--- config.mk ---
export PLATFORM = sky130hd
export DESIGN_NAME = logic_result_buffer
export DESIGN_NICKNAME = d
export VERILOG_FILES = /design/src/rtl/logic_result_buffer_pkg.sv /design/src/rtl/logic_result_buffer_result_flags.sv /design/src/rtl/logic_result_buffer.sv
export SDC_FILE = /design/constraint.sdc
export NUM_CORES = 1
export LEC_CHECK = 0
export ABC_AREA = 0
export CAP_MARGIN = 20
export CORE_ASPECT_RATIO = 0.5
export CORE_MARGIN = 1.5
export CORE_UTILIZATION = 35
export CTS_CLUSTER_SIZE = 12
export DETAILED_ROUTE_END_ITERATION = 16
export PLACE_DENSITY = 0.63
export SYNTH_ARGS = -nofsm -noshare
export SYNTH_HDL_FRONTEND = slang
export SYNTH_HIERARCHICAL = 1
export SYNTH_SLANG_ARGS = --single-unit
--- constraint.sdc ---
create_clock -name clk -period 2.65 [get_ports clk]
set_clock_uncertainty 0.05 [all_clocks]
set_input_delay 0.265 -clock clk [delete_from_list [all_inputs] [get_ports clk]]
set_output_delay 0.265 -clock clk [all_outputs]
set_load 0.05 [all_outputs]
--- src/rtl/logic_result_buffer_pkg.sv ---
// Shared definitions for the logic-unit result buffer.
//   LOGIC_WIDTH : default operand/result width of the 4-bit logic unit
//   FLAG_*      : bit positions of the status flags stored with each result
//   FLAG_W      : number of flag bits
package logic_result_buffer_pkg;

    localparam int LOGIC_WIDTH  = 4;

    localparam int FLAG_ZERO    = 0;
    localparam int FLAG_PARITY  = 1;
    localparam int FLAG_ALLONES = 2;
    localparam int FLAG_W       = 3;

    typedef logic [FLAG_W-1:0] flags_t;

endpackage

--- src/rtl/logic_result_buffer_result_flags.sv ---
// result_flags: combinational status-flag generator for a logic-unit result.
// Ports:
//   result_i [WIDTH-1:0]  result word from the logic unit
//   flags_o  [FLAG_W-1:0] {allones, parity (1 = odd ones), zero}
module result_flags
    import logic_result_buffer_pkg::*;
#(
    parameter int WIDTH = LOGIC_WIDTH
) (
    input  logic [WIDTH-1:0]  result_i,
    output logic [FLAG_W-1:0] flags_o
);

    always_comb begin
        flags_o               = '0;
        flags_o[FLAG_ZERO]    = (result_i == '0);
        flags_o[FLAG_PARITY]  = ^result_i;
        flags_o[FLAG_ALLONES] = &result_i;
    end

endmodule

--- src/rtl/logic_result_buffer.sv ---
// logic_result_buffer: registered FIFO stage after the combinational logic unit.
// Captures results on a valid/ready handshake, tags them with status flags and
// presents them in order to the writeback/display stage.
// Ports:
//   clk, rst_n            clock, asynchronous active-low reset
//   flush                 synchronous clear of FIFO contents (op_count kept)
//   in_valid/in_ready     producer handshake; in_ready = !full (registered only)
//   in_result             result from the logic unit
//   out_valid/out_ready   consumer handshake for the head entry
//   out_result, out_flags head entry and its {allones, parity, zero} flags
//   level                 occupancy 0..DEPTH
//   op_count              accepted pushes since reset, wraps
module logic_result_buffer
    import logic_result_buffer_pkg::*;
#(
    parameter int WIDTH     = LOGIC_WIDTH,
    parameter int DEPTH     = 2,
    parameter int CNT_WIDTH = 8
) (
    input  logic                       clk,
    input  logic                       rst_n,
    input  logic                       flush,
    input  logic                       in_valid,
    output logic                       in_ready,
    input  logic [WIDTH-1:0]           in_result,
    output logic                       out_valid,
    input  logic                       out_ready,
    output logic [WIDTH-1:0]           out_result,
    output logic [FLAG_W-1:0]          out_flags,
    output logic [$clog2(DEPTH):0]     level,
    output logic [CNT_WIDTH-1:0]       op_count
);

    localparam int PTR_W = $clog2(DEPTH);
    localparam int LVL_W = $clog2(DEPTH) + 1;
    localparam logic [LVL_W-1:0] LVL_FULL = LVL_W'(DEPTH);
    localparam logic [LVL_W-1:0] LVL_ONE  = LVL_W'(1);

    logic [WIDTH-1:0]     res_mem_q  [DEPTH];
    logic [FLAG_W-1:0]    flag_mem_q [DEPTH];

    logic [PTR_W-1:0]     wr_ptr_q, wr_ptr_d;
    logic [PTR_W-1:0]     rd_ptr_q, rd_ptr_d;
    logic [LVL_W-1:0]     level_q, level_d;
    logic [CNT_WIDTH-1:0] count_q, count_d;
    logic [WIDTH-1:0]     out_result_q, out_result_d;
    logic [FLAG_W-1:0]    out_flags_q, out_flags_d;

    logic [FLAG_W-1:0]    in_flags;
    logic                 push;
    logic                 pop;
    logic                 empty_after_pop;

    result_flags #(.WIDTH(WIDTH)) u_flags (
        .result_i (in_result),
        .flags_o  (in_flags)
    );

    assign in_ready   = (level_q != LVL_FULL);
    assign out_valid  = (level_q != '0);
    assign push       = in_valid & in_ready;
    assign pop        = out_valid & out_ready;
    assign level      = level_q;
    assign op_count   = count_q;
    assign out_result = out_result_q;
    assign out_flags  = out_flags_q;

    // True when nothing older than this cycle's push will remain, so the
    // pushed word itself becomes the new head.
    assign empty_after_pop = (level_q == '0) || (pop && (level_q == LVL_ONE));

    always_comb begin
        wr_ptr_d     = wr_ptr_q;
        rd_ptr_d     = rd_ptr_q;
        level_d      = level_q;
        count_d      = count_q;
        out_result_d = out_result_q;
        out_flags_d  = out_flags_q;

        if (flush) begin
            wr_ptr_d = '0;
            rd_ptr_d = '0;
            level_d  = '0;
        end else begin
            if (push) begin
                wr_ptr_d = wr_ptr_q + 1'b1;
                count_d  = count_q + 1'b1;
            end
            if (pop) begin
                rd_ptr_d = rd_ptr_q + 1'b1;
            end
            case ({push, pop})
                2'b10:   level_d = level_q + 1'b1;
                2'b01:   level_d = level_q - 1'b1;
                default: level_d = level_q;
            endcase
            // The head is held in its own register so it keeps its last value
            // once the FIFO drains; refresh it only when a head will exist.
            if (level_d != '0) begin
                if (empty_after_pop) begin
                    out_result_d = in_result;
                    out_flags_d  = in_flags;
                end else begin
                    out_result_d = res_mem_q[rd_ptr_d];
                    out_flags_d  = flag_mem_q[rd_ptr_d];
                end
            end
        end
    end

    always_ff @(posedge clk) begin
        if (push && !flush) begin
            res_mem_q[wr_ptr_q]  <= in_result;
            flag_mem_q[wr_ptr_q] <= in_flags;
        end
    end

    always_ff @(posedge clk or negedge rst_n) begin
        if (!rst_n) begin
            wr_ptr_q     <= '0;
            rd_ptr_q     <= '0;
            level_q      <= '0;
            count_q      <= '0;
            out_result_q <= '0;
            out_flags_q  <= '0;
        end else begin
            wr_ptr_q     <= wr_ptr_d;
            rd_ptr_q     <= rd_ptr_d;
            level_q      <= level_d;
            count_q      <= count_d;
            out_result_q <= out_result_d;
            out_flags_q  <= out_flags_d;
        end
    end

endmodule

==> reports/metrics.yaml <==
fin_cells: 238
n_antenna_cell: 0
die_w_um: 101
reg2reg_depth: 7
arrival_ns: 2.09
reg2reg_slack_ns: 0.39
cp-start-kind: "flip-flop"
grt_pass1_wl_um: 5260
grt_max_degree: 20
cts.sinks: 33
rsz0062_at_grt: "false"
post_drt_via_cell_ratio: 4.88
clkLatencyLatePin_ns: 0.27
wl_um: 3190
postRouteAntennaNets: 0
setup_violations: 0
r2r-end: "out_flags[1]"
synth_ff_type: "dfrtp_1"
n_fill_cell: 416
die_area_mm2: 0.00522
ir_worst_vdd_uv: 559
cpMostUsedCell: "inv_1"
startpoint: "level[0]"
synth_cell_type_count: 32
hold_slack_ns: 0.419
final_nets: 188
synth_fp_nets: 159
io_buffers: 27
ys_warn_count: 6
min_path_type: "flip-flop to flip-flop"
fin_crit_sh: 0.908
synth_edf_count: 14
path_cells: "inv_1, ha_1, inv_1, clkdlybuf4s50_1"
seq_area_um2: 896
ctsHoldBuffers: 0
core_area_mm2: 0.00449
synthTopCellsByCount: "dfrtp_1 (19), inv_1 (15), edfxtp_1 (14)"
rows: 17
drtIter0Drc: 61
fin_crit_ns: 2.41
endpoint: "out_valid"
drv_slew: 0
max_slew_margin: 0.424
postSynth.asyncResetShare: 0.576
p_leak_nw: 0.863
multi_input_area_um2: 664
dp.cells: 230
worst_pin_slew_ns: 0.862
critPathKind: "flip-flop to primary output"
fin_setup_tns_ns: 0
yosysMostFrequentCell: "dfrtp_1"
hold_violations: 0
drive_above_1_share: 0.0698
power_mw: 2.46
crit_slowest_cell: "clkdlybuf4s50_1"
initial_core_util: 0.372
avgSynthCellArea_um2: 11.8
numCtsBuffers: 5
max_stage_delay_ns: 0.80
yosys-top-cells-area: "dfrtp_1 (28%), edfxtp_1 (25%), ha_1 (6.0%)"
vias: 1162
dp_hpwl_um: 2290
ys_seq_area_frac: 0.536
firstDrtPassIters: 4
cts-root-buf: "clkbuf_8"
cp.required_ns: 2.34
netlist.area_leader.share: 0.285
area_growth_syn_to_layout_pct: 24.0
cts_resized: 0
wl_per_cell_um: 13.4
grt_pass1_vias: 1158
dieHeight_um: 51.9
grt_overflow: 0
synth.largest_area_cell: "dfrtp_1"
cts_max_level: 2
status: "completed"
cp_max_fo: 10
power_density_mw_per_mm2: 1190
cts_buffer_depth: 2
crit_path_end_kind: "primary output"
clkTransAtPathRegs_ns: 0.06
post_cts_buffers: 0
grt_use_total: 0.133
maxCapViolCount: 0
fmax_mhz: 416
antenna_found_initial: 0
finalWeightedCongestion: 0.728
ioPinCount: 28
cts_tree: "done"
ys_ff_latch: 33
syn_inst: 142
reg2reg_from: "level[0]"
netlist_area_mm2: 0.00167
drcViolationCount: 0
[where the power goes]
part	switching [mW]	total, mW	internal, mW
clock	0.164	0.351	0.186
combinational	0.817	1.30	0.484
sequential	0.135	0.814	0.679
[cells in the final DEF (no fill, tap or decap), types with 6 or more instances in the layout]
cell type,netlist,routed
clkdlybuf4s50_1,0,27
dfrtp_1,19,19
inv_1,15,15
edfxtp_1,14,14
o22ai_1,13,13
mux2i_1,8,8
ha_1,8,8
nor2_1,7,7
xnor2_1,6,6
o221ai_1,6,6
o21ai_0,6,6
[per-layer routing]
layer / wire, um / GRT usage / vias to the layer above
met4: 46 / 0.0563 / 0
met5: 0 / 0 / -
met1: 1500 / 0.170 / 564
li1: - / - / 566
met2: 1500 / 0.216 / 28
met3: 143 / 0.0363 / 4
[registers in the layout, indices dropped and copies added, names as in the netlist]
signal and cells:
op_count 8, res_mem_q 8, flag_mem_q 6, out_result 4, out_flags 3, level 2, rd_ptr_q 1, wr_ptr_q 1
[metrics by stage]
stage / setup WS [ns] / util / area, um2
2_1_floorplan: 0.353 / - / 1670
3_3_place_gp: 0.434 / 0.444 / 1990
3_5_place_dp: 0.382 / 0.444 / 1990
4_1_cts: 0.230 / 0.462 / 2070
5_1_grt: 0.122 / 0.462 / 2070
6_report: 0.244 / 0.462 / 2070
[worst min-delay path by stage]
stage | start | to | slack, ns | depth (start not counted)
floorplan | rst_n | level[0] | -0.08 | 0
global placement | op_count[7] | op_count[7] | 0.41 | 1
detailed placement | op_count[7] | op_count[7] | 0.42 | 1
CTS | op_count[7] | op_count[7] | 0.43 | 1
global route | op_count[7] | op_count[7] | 0.45 | 1
finish | op_count[7] | op_count[7] | 0.42 | 1
[layout make-up]
cell class              instances  share of cell area
flip-flops and latches         33               0.432
multi-input cells              86               0.321
repair buffers                 30               0.141
well taps                      66              0.0399
clock buffers                   8              0.0386
inverters                      15              0.0272
[cell families after synthesis]
logic type | count (synthesis) | synth area share
XOR/XNOR | 12 | 0.0674
multiplexers | 11 | 0.0682
buffers and inverters | 23 | 0.0659
adder cells (fa/ha/maj) | 8 | 0.0599
AO/OA/AOI/OAI | 31 | 0.122
flip-flops | 33 | 0.536
AND/OR/NAND/NOR | 24 | 0.0802
[critical path, delay by kind of cell (launching register included)]
family	cells	cell delay (ns)
buffers and inverters	3	1.02
DFF	1	0.45
adders and majority gates	1	0.34
(Power assumes the default switching activity.)
